<file path="src/rtl/imem_loader_pkg.sv">
// Shared definitions for the instruction-memory loader: state encoding and memory geometry.
package imem_pkg;

    typedef enum logic [2:0] {
        IDLE = 3'd0,
        LEN  = 3'd1,
        DATA = 3'd2,
        CSUM = 3'd3,
        DONE = 3'd4,
        ERR  = 3'd5
    } imem_state_t;

    localparam int IMEM_BYTES  = 36;
    localparam int IMEM_ADDR_W = 6;

endpackage

</file>
<file path="src/rtl/imem_loader.sv">
// Streams a length-prefixed program image into big-endian byte memory while holding the core.
// Optional trailing XOR checksum byte is enabled by defining IMEM_LOADER_CHECKSUM_EN.
//
// state | meaning
// IDLE  | waiting for start, core released
// LEN   | accepting word count N
// DATA  | accepting 4*N image bytes, one write each
// CSUM  | accepting XOR checksum byte (checksum build only)
// DONE  | load complete, done sticky
// ERR   | load aborted, error sticky
module imem_loader
    import imem_pkg::*;
#(
    parameter int MEM_BYTES = IMEM_BYTES,
    parameter int ADDR_W    = IMEM_ADDR_W
) (
    input  logic              clk,
    input  logic              reset,
    input  logic              start,
    input  logic [7:0]        in_data,
    input  logic              in_valid,
    output logic              in_ready,
    output logic              wr_en,
    output logic [ADDR_W-1:0] wr_addr,
    output logic [7:0]        wr_data,
    output logic              cpu_hold,
    output logic              done,
    output logic              error
);

    imem_state_t       state;
    logic [ADDR_W-1:0] counter;
    logic [ADDR_W-1:0] last_idx;
    logic              xfer;
    logic [9:0]        total4;

    assign xfer   = in_valid && in_ready;
    // 10 bits so N=255 cannot wrap into a legal-looking size
    assign total4 = {in_data, 2'b00};

`ifdef IMEM_LOADER_CHECKSUM_EN
    logic [7:0] csum;
`endif

    always_ff @(posedge clk or posedge reset) begin
        if (reset) begin
            state    <= IDLE;
            in_ready <= 1'b0;
            wr_en    <= 1'b0;
            wr_addr  <= '0;
            wr_data  <= '0;
            cpu_hold <= 1'b0;
            done     <= 1'b0;
            error    <= 1'b0;
            counter  <= '0;
            last_idx <= '0;
`ifdef IMEM_LOADER_CHECKSUM_EN
            csum     <= '0;
`endif
        end else begin
            wr_en <= 1'b0;
            case (state)
                IDLE, DONE, ERR: begin
                    if (start) begin
                        state    <= LEN;
                        in_ready <= 1'b1;
                        cpu_hold <= 1'b1;
                        done     <= 1'b0;
                        error    <= 1'b0;
                    end
                end
                LEN: begin
                    if (xfer) begin
                        if (in_data == 8'd0) begin
                            state    <= DONE;
                            in_ready <= 1'b0;
                            cpu_hold <= 1'b0;
                            done     <= 1'b1;
                        end else if (total4 > 10'(MEM_BYTES)) begin
                            state    <= ERR;
                            in_ready <= 1'b0;
                            cpu_hold <= 1'b0;
                            error    <= 1'b1;
                        end else begin
                            state    <= DATA;
                            counter  <= '0;
                            last_idx <= ADDR_W'(total4 - 10'd1);
`ifdef IMEM_LOADER_CHECKSUM_EN
                            csum     <= in_data;
`endif
                        end
                    end
                end
                DATA: begin
                    if (xfer) begin
                        wr_en   <= 1'b1;
                        wr_addr <= counter;
                        wr_data <= in_data;
                        counter <= counter + 1'b1;
`ifdef IMEM_LOADER_CHECKSUM_EN
                        csum    <= csum ^ in_data;
                        if (counter == last_idx) begin
                            state <= CSUM;
                        end
`else
                        if (counter == last_idx) begin
                            state    <= DONE;
                            in_ready <= 1'b0;
                            cpu_hold <= 1'b0;
                            done     <= 1'b1;
                        end
`endif
                    end
                end
`ifdef IMEM_LOADER_CHECKSUM_EN
                CSUM: begin
                    if (xfer) begin
                        in_ready <= 1'b0;
                        cpu_hold <= 1'b0;
                        if (in_data == csum) begin
                            state <= DONE;
                            done  <= 1'b1;
                        end else begin
                            state <= ERR;
                            error <= 1'b1;
                        end
                    end
                end
`endif
                default: begin
                    state    <= IDLE;
                    in_ready <= 1'b0;
                    cpu_hold <= 1'b0;
                end
            endcase
        end
    end

endmodule

</file>
<file path="config.mk">
export PLATFORM = sky130hd
export DESIGN_NAME = imem_loader
export DESIGN_NICKNAME = d
export VERILOG_FILES = /design/src/rtl/imem_loader_pkg.sv /design/src/rtl/imem_loader.sv
export SDC_FILE = /design/constraint.sdc
export NUM_CORES = 1
export LEC_CHECK = 0
export CAP_MARGIN = 0
export CORE_MARGIN = 2
export CORE_UTILIZATION = 54
export CTS_BUF_LIST = sky130_fd_sc_hd__clkbuf_16
export CTS_CLUSTER_DIAMETER = 100
export DETAILED_ROUTE_END_ITERATION = 6
export PLACE_DENSITY = 0.89
export SLEW_MARGIN = 20
export SYNTH_ARGS = -nofsm -noshare
export SYNTH_HDL_FRONTEND = slang
export SYNTH_SLANG_ARGS = --single-unit
</file>
<file path="constraint.sdc">
create_clock -name clk -period 3.05 [get_ports clk]
set_input_delay 0.61 -clock clk [delete_from_list [all_inputs] [get_ports clk]]
set_output_delay 0.61 -clock clk [all_outputs]
set_load 0.01 [all_outputs]
</file>
==> results.sh <==
export IMPL_io_pins=31
export IMPL_cap_viol_max_count=0
export IMPL_synth_common_cells="dfrtp_1, mux2_2, nand2_1"
export IMPL_drc_errors=0
export IMPL_core_area_sq_mm=0.002734
export IMPL_cts_clk_slew_worst_paths_ps=50
export IMPL_p_per_area_mw_per_mm2=590.1
export IMPL_crit_fanout=6
export IMPL_grt_pass1_vias=1277
export IMPL_gr_total_overflow=0
export IMPL_syn_inst=133
export IMPL_start_kind="input port"
export IMPL_clk_latency_ps=270
export IMPL_clk_root_buffer_cell="clkbuf_16"
export IMPL_synthFlopType="dfrtp_1"
export IMPL_synth_cell_types=43
export IMPL_min_period_ps=2394
export IMPL_area_growth_pct=30.49
export IMPL_avgSynthCellArea_sq_um=11.57
export IMPL_synth_top_family_by_area="simple AND/OR/NAND/NOR gates"
export IMPL_drive_gt1_share_pct=18.45
export IMPL_post_cts_buffers=0
export IMPL_first_pass_iters=4
export IMPL_arrival_ps=2590
export IMPL_criticalPathCategory="in -> reg"
export IMPL_synth_area_sq_mm=0.001539
export IMPL_hpwl_um=2390
export IMPL_hold_buffers=0
export IMPL_place_worst_setup_slack_ps=419.1
export IMPL_netSwitchingPower_uw=316.0
export IMPL_synthAdderAreaFrac_pct=3.252
export IMPL_wl_per_cell_um=16.69
export IMPL_synth_nets=149
export IMPL_hp_class="reg -> reg"
export IMPL_port_buffers=30
export IMPL_layout_nets=184
export IMPL_antenna_cells=0
export IMPL_finalCritPeriodShare_pct=78.49
export IMPL_vias=1197
export IMPL_tightest_slew_ps=639.4
export IMPL_hold_viol_final=0
export IMPL_tns_ps=0
export IMPL_cts_repair_resized=0
export IMPL_die_h_um=57.39
export IMPL_use_met2_pct=40.10
export IMPL_seq_area_frac_synth_pct=52.03
export IMPL_cts_made_buffers=5
export IMPL_synthXorXnorAreaFrac_pct=3.415
export IMPL_final_util_pct=73.46
export IMPL_grt_max_degree=18
export IMPL_die_x_um=57.39
export IMPL_clock_tree_buffer_depth=2
export IMPL_synth_edf_count=0
export IMPL_yosys_register_bits=32
export IMPL_yosysWarnings=0
export IMPL_synthSimpleGateAreaFrac_pct=13.82
export IMPL_avgViaCountPerCell=6.015
export IMPL_skew_ps=7.972
export IMPL_end_kind="flip-flop"
export IMPL_rsz0062_at_grt="false"
export IMPL_dieArea_sq_mm=0.003293
export IMPL_place_gp_congestion=0.8274
export IMPL_power_leakage_nw=0.9225
export IMPL_clock_sinks=32
export IMPL_synth_mux_area_share_pct=11.63
export IMPL_cts_tree="yes"
export IMPL_power_frac_comb_pct=19.1
export IMPL_worstPathRequired_ps=3250
export IMPL_antenna_left=0
export IMPL_slew_viol_final=0
export IMPL_synth_compound_area_share_pct=13.17
export IMPL_finalSetupViolCount=0
export IMPL_max_clock_freq_mhz=417.7
export IMPL_swShare_pct=26.66
export IMPL_drt_wl_total_um=3322
export IMPL_yosysTopAreaCellShare_pct=52.03
export IMPL_yosysMostFrequentCell="dfrtp_1"
export IMPL_relSlewSlack_pct=57.33
export IMPL_grt_use_met3_pct=7.256
export IMPL_drt_iter0_markers=31
export IMPL_rows=19
export IMPL_setup_ws_ps=656.1
export IMPL_htree_levels=2
export IMPL_start_util_pct=56.29
export IMPL_yosysTopAreaCell="dfrtp_1"
export IMPL_top_usage_layer="met2"
export IMPL_antenna_found_initial=0
export IMPL_grt_pass1_wl_um=5754
export IMPL_clockPowerShare_pct=38.2
export IMPL_async_flop_share_pct=100.0
export IMPL_power_internal_uw=869.0
export IMPL_status="finished, final reports clean"
export IMPL_grt_usage_pct=23.55
export IMPL_vdd_drop_max_uv=476.4
export IMPL_met1_usage_pct=26.19
export IMPL_netlist_top_cells_area="dfrtp_1, mux2_2, ha_1, xnor2_1, nand2_1"
export IMPL_pwr_share_seq_pct=42.7
[layout make-up]
cell class / instances / area, sq um
well taps: 31 / 38.79
clock inverters: 2 / 8.758
inverters: 4 / 15.01
fillers: 173 / 725.7
repair buffers: 33 / 322.8
flip-flops and latches: 32 / 800.8
clock buffers: 5 / 125.1
multi-input cells: 92 / 696.9
[cell families after synthesis]
group | Yosys count
simple gates | 41
compound gates | 25
fa+ha+maj | 4
flops | 32
buf+inv | 9
xor+xnor | 6
mux | 16
[final timing paths]
path                                        start                     end  slack [ps]  cells past startpoint
max reg2reg                counter[0]$_DFFE_PP0P_    state[2]$_DFFE_PP0P_        1210                      5
max in group asynchronous                   reset  counter[1]$_DFFE_PP0P_        1640                      3
max                                    in_data[0]  counter[2]$_DFFE_PP0P_         660                      8
min in group asynchronous                   reset  wr_data[1]$_DFFE_PP0P_         740                      2
min                             error$_DFFE_PP0P_       error$_DFFE_PP0P_         490                      1
min reg2reg                     error$_DFFE_PP0P_       error$_DFFE_PP0P_         490                      1
[metal layers]
layer,share of wire [%],vias up
met5,0,-
met4,2.5,0
met3,6.1,8
met2,52,53
met1,39,588
li1,-,548
[power groups by stage]
stage / registers, mW / clock network (mW) / logic (mW)
2_1_floorplan: 0.510 / 0 / 0.143
3_3_place_gp: 0.509 / 0 / 0.215
3_5_place_dp: 0.511 / 0 / 0.224
4_1_cts: 0.506 / 0.462 / 0.227
5_1_grt: 0.513 / 0.483 / 0.249
6_report: 0.506 / 0.452 / 0.226
[metrics by stage]
step                      cell area [sq um]  power [mW]  cells  hold slack, ps
final                                  2008       1.185    199           487.2
after global routing                   2008       1.245    199           512.0
after CTS                              2008       1.194    199           489.4
after detailed placement               1874      0.7347    192           468.7
after global placement                 1874      0.7238    192           465.9
after floorplan                        1539      0.6531    133           449.2
[state kept, by name, summed over array words and instances (netlist names)]
name / flops
done: 1
counter: 6
wr_en: 1
error: 1
last_idx: 5
wr_addr: 6
state: 3
wr_data: 8
cpu_hold: 1
[critical path, cell delays in order]
cell	delay (ps)
clkdlybuf4s50_1	550
inv_1	90
ha_1	240
o21bai_1	200
a21boi_2	120
and3_1	220
o21ai_1	340
a22o_1	230
[placed cells by master, fill, tap and decap left out, types with 2 or more instances in the layout]
cell type and n:
a21oi_1 2, nand4_1 2, a22o_1 2, a31oi_1 2, nand2_1 11, and3_1 2
dfrtp_1 32, clkbuf_16 5, nand2b_1 3, o31ai_1 2, inv_1 5, nor4_1 3
nor2b_1 2, ha_1 4, buf_4 3, nand3_1 3, nor2_1 5, clkdlybuf4s50_1 30
o21ai_0 4, mux2_2 15, xnor2_1 5, nor3_1 3
(Power assumes the default switching activity.)
